**config.mk**
```make
export PLATFORM = sky130hd
export DESIGN_NAME = lfsr_uart_streamer
export DESIGN_NICKNAME = d
export VERILOG_FILES = /design/src/rtl/lfsr_uart_streamer.sv
export SDC_FILE = /design/constraint.sdc
export NUM_CORES = 1
export LEC_CHECK = 0
export BUFFER_PORTS_ARGS = -buffer_cell sky130_fd_sc_hd__buf_2
export CORE_MARGIN = 1.5
export CORE_UTILIZATION = 57
export CTS_CLUSTER_SIZE = 28
export DETAILED_ROUTE_END_ITERATION = 7
export PLACE_DENSITY = 0.86
export SKIP_CTS_REPAIR_TIMING = 1
export SYNTH_ARGS = -nofsm -noshare
export SYNTH_HDL_FRONTEND = slang
export SYNTH_SLANG_ARGS = --single-unit
```
**constraint.sdc**
```tcl
create_clock -name clk -period 8.4 [get_ports clk]
set_clock_uncertainty 0.05 [all_clocks]
set_input_delay 1.68 -clock clk [delete_from_list [all_inputs] [get_ports clk]]
set_output_delay 1.68 -clock clk [all_outputs]
set_load 0.05 [all_outputs]
```
**src/rtl/lfsr_uart_streamer.sv**
```systemverilog
// lfsr_uart_streamer
// Galois LFSR with runtime taps. Each LFSR word is sent as uppercase hex
// ASCII (MS nibble first, optionally followed by CR LF) on a UART TX line.
// Ports:
//   clk, reset (async, active-high)
//   enable      continuous mode: words back-to-back while high
//   start       one-cycle request for a single word
//   taps        Galois feedback mask, used at each LFSR step
//   seed_load   load seed_value into the LFSR (only while idle)
//   seed_value  value for seed_load (zero is forced to 1)
//   tx          UART line, idle high
//   busy        high from word acceptance until back in IDLE
//   word_done   one-cycle pulse while the LFSR steps after a word
//   lfsr_state  current LFSR register
module lfsr_uart_streamer #(
  parameter int LFSR_W      = 16,
  parameter int SEED        = 1,
  parameter int BAUD_DIV    = 5208,
  parameter int STOP_BITS   = 1,
  parameter int APPEND_CRLF = 1
) (
  input  logic              clk,
  input  logic              reset,
  input  logic              enable,
  input  logic              start,
  input  logic [LFSR_W-1:0] taps,
  input  logic              seed_load,
  input  logic [LFSR_W-1:0] seed_value,
  output logic              tx,
  output logic              busy,
  output logic              word_done,
  output logic [LFSR_W-1:0] lfsr_state
);
  localparam int ND = (LFSR_W + 3) / 4;
  localparam int NC = ND + 2 * APPEND_CRLF;
  localparam int PW = 4 * ND;
  localparam int BW = $clog2(BAUD_DIV);
  localparam int CW = $clog2(NC + 1);

  typedef enum logic [2:0] {S_IDLE, S_START, S_DATA, S_STOP, S_ADV} state_t;

  state_t            state_q, state_d;
  logic [BW-1:0]     baud_q, baud_d;
  logic [2:0]        bit_q, bit_d;
  logic [CW-1:0]     char_q, char_d;
  logic [LFSR_W-1:0] word_q, word_d;
  logic [LFSR_W-1:0] lfsr_q, lfsr_d;

  logic [PW-1:0]     wpad;
  logic [3:0]        nib;
  logic [7:0]        cur_char;
  logic [LFSR_W-1:0] step_v;
  logic              baud_last;

  // The all-zero state is a lock-up point for the LFSR, so it never enters it.
  function automatic logic [LFSR_W-1:0] nz(input logic [LFSR_W-1:0] v);
    return (v == '0) ? LFSR_W'(1) : v;
  endfunction

  always_ff @(posedge clk or posedge reset) begin
    if (reset) begin
      state_q <= S_IDLE;
      baud_q  <= '0;
      bit_q   <= '0;
      char_q  <= '0;
      word_q  <= '0;
      lfsr_q  <= LFSR_W'(SEED);
    end else begin
      state_q <= state_d;
      baud_q  <= baud_d;
      bit_q   <= bit_d;
      char_q  <= char_d;
      word_q  <= word_d;
      lfsr_q  <= lfsr_d;
    end
  end

  // Character under transmission: hex digits of the snapshot word, then CR LF.
  always_comb begin
    wpad     = PW'(word_q);
    nib      = 4'h0;
    cur_char = 8'h0A;
    for (int d = 0; d < ND; d++)
      if (char_q == CW'(ND - 1 - d)) nib = wpad[4*d +: 4];
    if (char_q < CW'(ND))
      cur_char = (nib < 4'd10) ? {4'h3, nib} : 8'h37 + {4'h0, nib};
    else if (char_q == CW'(ND))
      cur_char = 8'h0D;
  end

  assign step_v    = lfsr_q[0] ? ((lfsr_q >> 1) ^ taps) : (lfsr_q >> 1);
  assign baud_last = (baud_q == BW'(BAUD_DIV - 1));

  always_comb begin
    state_d = state_q;
    baud_d  = baud_q;
    bit_d   = bit_q;
    char_d  = char_q;
    word_d  = word_q;
    lfsr_d  = lfsr_q;
    case (state_q)
      S_IDLE: begin
        if (seed_load) begin
          lfsr_d = nz(seed_value);
        end else if (enable | start) begin
          state_d = S_START;
          word_d  = lfsr_q;
          char_d  = '0;
          baud_d  = '0;
          bit_d   = '0;
        end
      end
      S_START: begin
        baud_d = baud_q + BW'(1);
        if (baud_last) begin
          baud_d  = '0;
          bit_d   = '0;
          state_d = S_DATA;
        end
      end
      S_DATA: begin
        baud_d = baud_q + BW'(1);
        if (baud_last) begin
          baud_d = '0;
          bit_d  = bit_q + 3'd1;
          if (bit_q == 3'd7) begin
            bit_d   = '0;
            state_d = S_STOP;
          end
        end
      end
      S_STOP: begin
        baud_d = baud_q + BW'(1);
        if (baud_last) begin
          baud_d = '0;
          bit_d  = bit_q + 3'd1;
          if (bit_q == 3'(STOP_BITS - 1)) begin
            bit_d = '0;
            if (char_q < CW'(NC - 1)) begin
              char_d  = char_q + CW'(1);
              state_d = S_START;
            end else begin
              state_d = S_ADV;
            end
          end
        end
      end
      S_ADV: begin
        lfsr_d  = nz(step_v);
        char_d  = '0;
        state_d = S_IDLE;
      end
      default: state_d = S_IDLE;
    endcase
  end

  // Outputs decode straight from state so an async reset forces tx high at once.
  always_comb begin
    tx = 1'b1;
    case (state_q)
      S_START: tx = 1'b0;
      S_DATA:  tx = cur_char[bit_q];
      default: tx = 1'b1;
    endcase
  end

  assign busy       = (state_q != S_IDLE);
  assign word_done  = (state_q == S_ADV);
  assign lfsr_state = lfsr_q;

endmodule
```
==> summary.md <==
| Metric | Value |
|---|---|
| Critical path arrival | between 3 and 4 ns |
| Period utilization | about three fifths |
| Placed Instances | about 520 |
| Most frequent cells in the layout | nand2_1 (71), o21ai_0 (56), buf_2 (55) |
| Die area | roughly 0.0067 mm² |
| Initial Utilization | 59.05% |
| Crit. Startpoint | char_q[0] |
| Area of the core | 0.005956 mm² |
| Antenna violations before repair | 0 |
| Final Max Tran Viols | 0 |
| Seq cells post-synth | 54 |
| Slew HR | between 20% and 30% |
| Vias in the first global route | between 2k and 3k |
| Hold Violations, Final | 0 |
| Clk sinks | between 50 and 60 |
| Max FO, Critical Path | 10 |
| CTS root buffer | clkbuf_8 |
| Setup Total Neg Slack | 0 ns |
| Fillers | approximately 500 |
| Post-synth EDFFs | 0 |
| Io pins | between 50 and 60 |
| Chip width | 81.55 µm |
| CP cell instances | inv_1, ha_1, inv_1, o32ai_1, ha_1, nand4b_1, a211oi_1, a2111oi_0, o41ai_1, buf_2 |
| Clk Latency, worst-skew pair | 0.30 ns |
| DR vias | 3146 |
| CP endpoint kind | primary output |
| Vias per Instance | about 6 |
| Post-layout instance area | 0.003882 mm² |
| First-pass iteration count of the detailed router | 6 |
| Average size of a mapped cell | 8.495 µm² |
| HP Class | register to register |
| Synth cell types | between 50 and 60 |
| Clk slew on worst S/H paths | roughly 0.090 ns |
| VDD IR-drop max | 0.00009036 V |
| H-tree depth | 2 |
| Final setup margin | around 3.2 ns |
| Core Util, Final | roughly two thirds |
| Row Count | 28 |
| YS warnings | 0 |
| RSZ-0062 raised after global routing | false |
| Max cap viols | 0 |
| Worst EP required | 6.67 ns |
| CTS buffer count | 5 |
| Fmax achieved | 0.1930 GHz |
| Area post-placement | 0.003772 mm² |
| CP startpoint kind | register |
| Post-place setup slack | ~3.7 ns |
| Asr flop ratio synth | 100.0% |
| Die span in y | approximately 82 µm |
| Worst slew pin tran | about 1.1 ns |
| Grt ovf | 0 |
| Routed Antenna Nets | 0 |
| Mapped Area | ~0.0035 mm² |
| Area occupied by multi-input gates | roughly 0.0020 mm² |
| Drc violations | 0 |
| GRT Overall Usage | around a quarter |
| Main flop type after synthesis | dfrtp_1 |
| Status | complete, no violations |
| Final setup viols | 0 |
| Syn Inst Count | 414 |
| Layout cells sized above 1 | around a fifth |
| Fin nets | 502 |
| Crit-path slowest cell | o32ai_1 |
| Sequential area share after synthesis | between 30% and 40% |
| Max stage delay on crit path | just under 0.6 ns |
| Commonest non-fill, non-tap cell in the layout | nand2_1 |
| Finished Layout Cells | between 500 and 600 |
| TritonCTS clock tree | yes |
| Post-synthesis net count | ~460 |
| Area grow syn2layout | 10.39% |
| Register cell area after layout | approximately 0.0014 mm² |
| Diodes inserted | 0 |
| Hold path startpoint | word_q[7] |
| P per Cell Area | around 110 mW/mm² |
| Pleak | about 0.0018 µW |
| Crit path time final | 5.181 ns |
| Routed len/inst | around 15 µm |
| RD Place Congestion | approximately 0.85 |
| Critical path class | register to primary output |
| IO Port Bufs | 55 |
| Starting DRT DRC Count | 400 |
| Worst r2r src | state_q[0] |
| Clock Tree Buf Depth | 2 |
| Total wire length | slightly above 8 mm |
| HPWL Detailed | 5.811 mm |
| Largest net degree at the start of global routing | 55 |
| Global-route wire length before repair | around 14 mm |
## layer usage
metal	track usage (%)	wire (µm)	vias up
met3	3.556	362	10
met5	0	0	-
li1	-	-	1548
met1	36.91	3628	1481
met2	43.80	4035	107
met4	6.552	90	0
## worst max-delay path: cells and delay by family (launching register included)
family                   cells  cell delay [ns]
AO/OA/AOI/OAI                4             1.30
AND/OR/NAND/NOR              1             0.12
adder cells (fa/ha/maj)      2             0.69
flip-flops                   1             0.42
buffers and inverters        3             0.62
## synth_stat cells (5+ instances only)
cell type / count / area (µm²)
a22oi_1: 6 / 45.04
buf_6: 5 / 56.30
nor2_1: 23 / 86.33
a31oi_1: 5 / 31.28
a21oi_1: 10 / 50.05
nand2_1: 71 / 266.5
nor3_1: 8 / 40.04
inv_1: 13 / 48.80
xor2_1: 17 / 148.9
nor2b_1: 5 / 31.28
nand3b_1: 11 / 82.58
ha_1: 10 / 125.1
nand3_1: 16 / 80.08
xnor2_1: 11 / 96.34
nand4_1: 6 / 37.54
o21ai_0: 57 / 285.3
clkbuf_1: 13 / 48.80
mux2_2: 15 / 168.9
dfrtp_1: 53 / 1326
## final timing paths
| kind | to | slack (ns) | cells past startpoint |
|---|---|---|---|
| max in group asynchronous | word_q[0] | 6.03 | 2 |
| worst max-delay path | tx | 3.22 | 10 |
| worst max register to register | lfsr_state[5] | 5.84 | 5 |
| worst min-delay path | word_q[7] | 0.47 | 1 |
| worst min register to register | word_q[7] | 0.47 | 1 |
| min in group asynchronous | baud_q[4] | 1.60 | 2 |
## where the power goes
group | switching (µW) | total (µW) | internal [µW]
clock | 80.3 | 164 | 83.3
sequential | 0.0886 | 260 | 260
combinational | 13.7 | 22.5 | 8.80
## metrics by stage
stage,hold slack (ns),total power (µW)
2_1_floorplan,0.4129,273.6
3_3_place_gp,0.4345,287.5
3_5_place_dp,0.4493,288.0
4_1_cts,0.4673,451.5
5_1_grt,0.4783,464.6
6_report,0.4671,446.2
## registers in the layout, summed over array words and instances, names as in the netlist
name and flops:
word_q 16, lfsr_state 16, char_q 3, state_q 3, baud_q 13, bit_q 3
## kinds of logic after synthesis
kind of cell | synth area share (%)
AOI/OAI and AO/OA | 18.18
xor gates and xnor gates | 6.972
adders and majority gates | 3.557
buffers and inverters | 5.052
DFF | 38.46
muxes | 5.656
and+or+nand+nor | 22.13
## layout make-up
cell class | count | area share (%)
Tap cell | 75 | 2.417
Multi-Input combinational cell | 324 | 51.18
Sequential cell | 54 | 34.84
Inverter | 13 | 1.257
Clock buffer | 8 | 2.836
Timing Repair Buffer | 57 | 7.477
(Power assumes the default switching activity.)
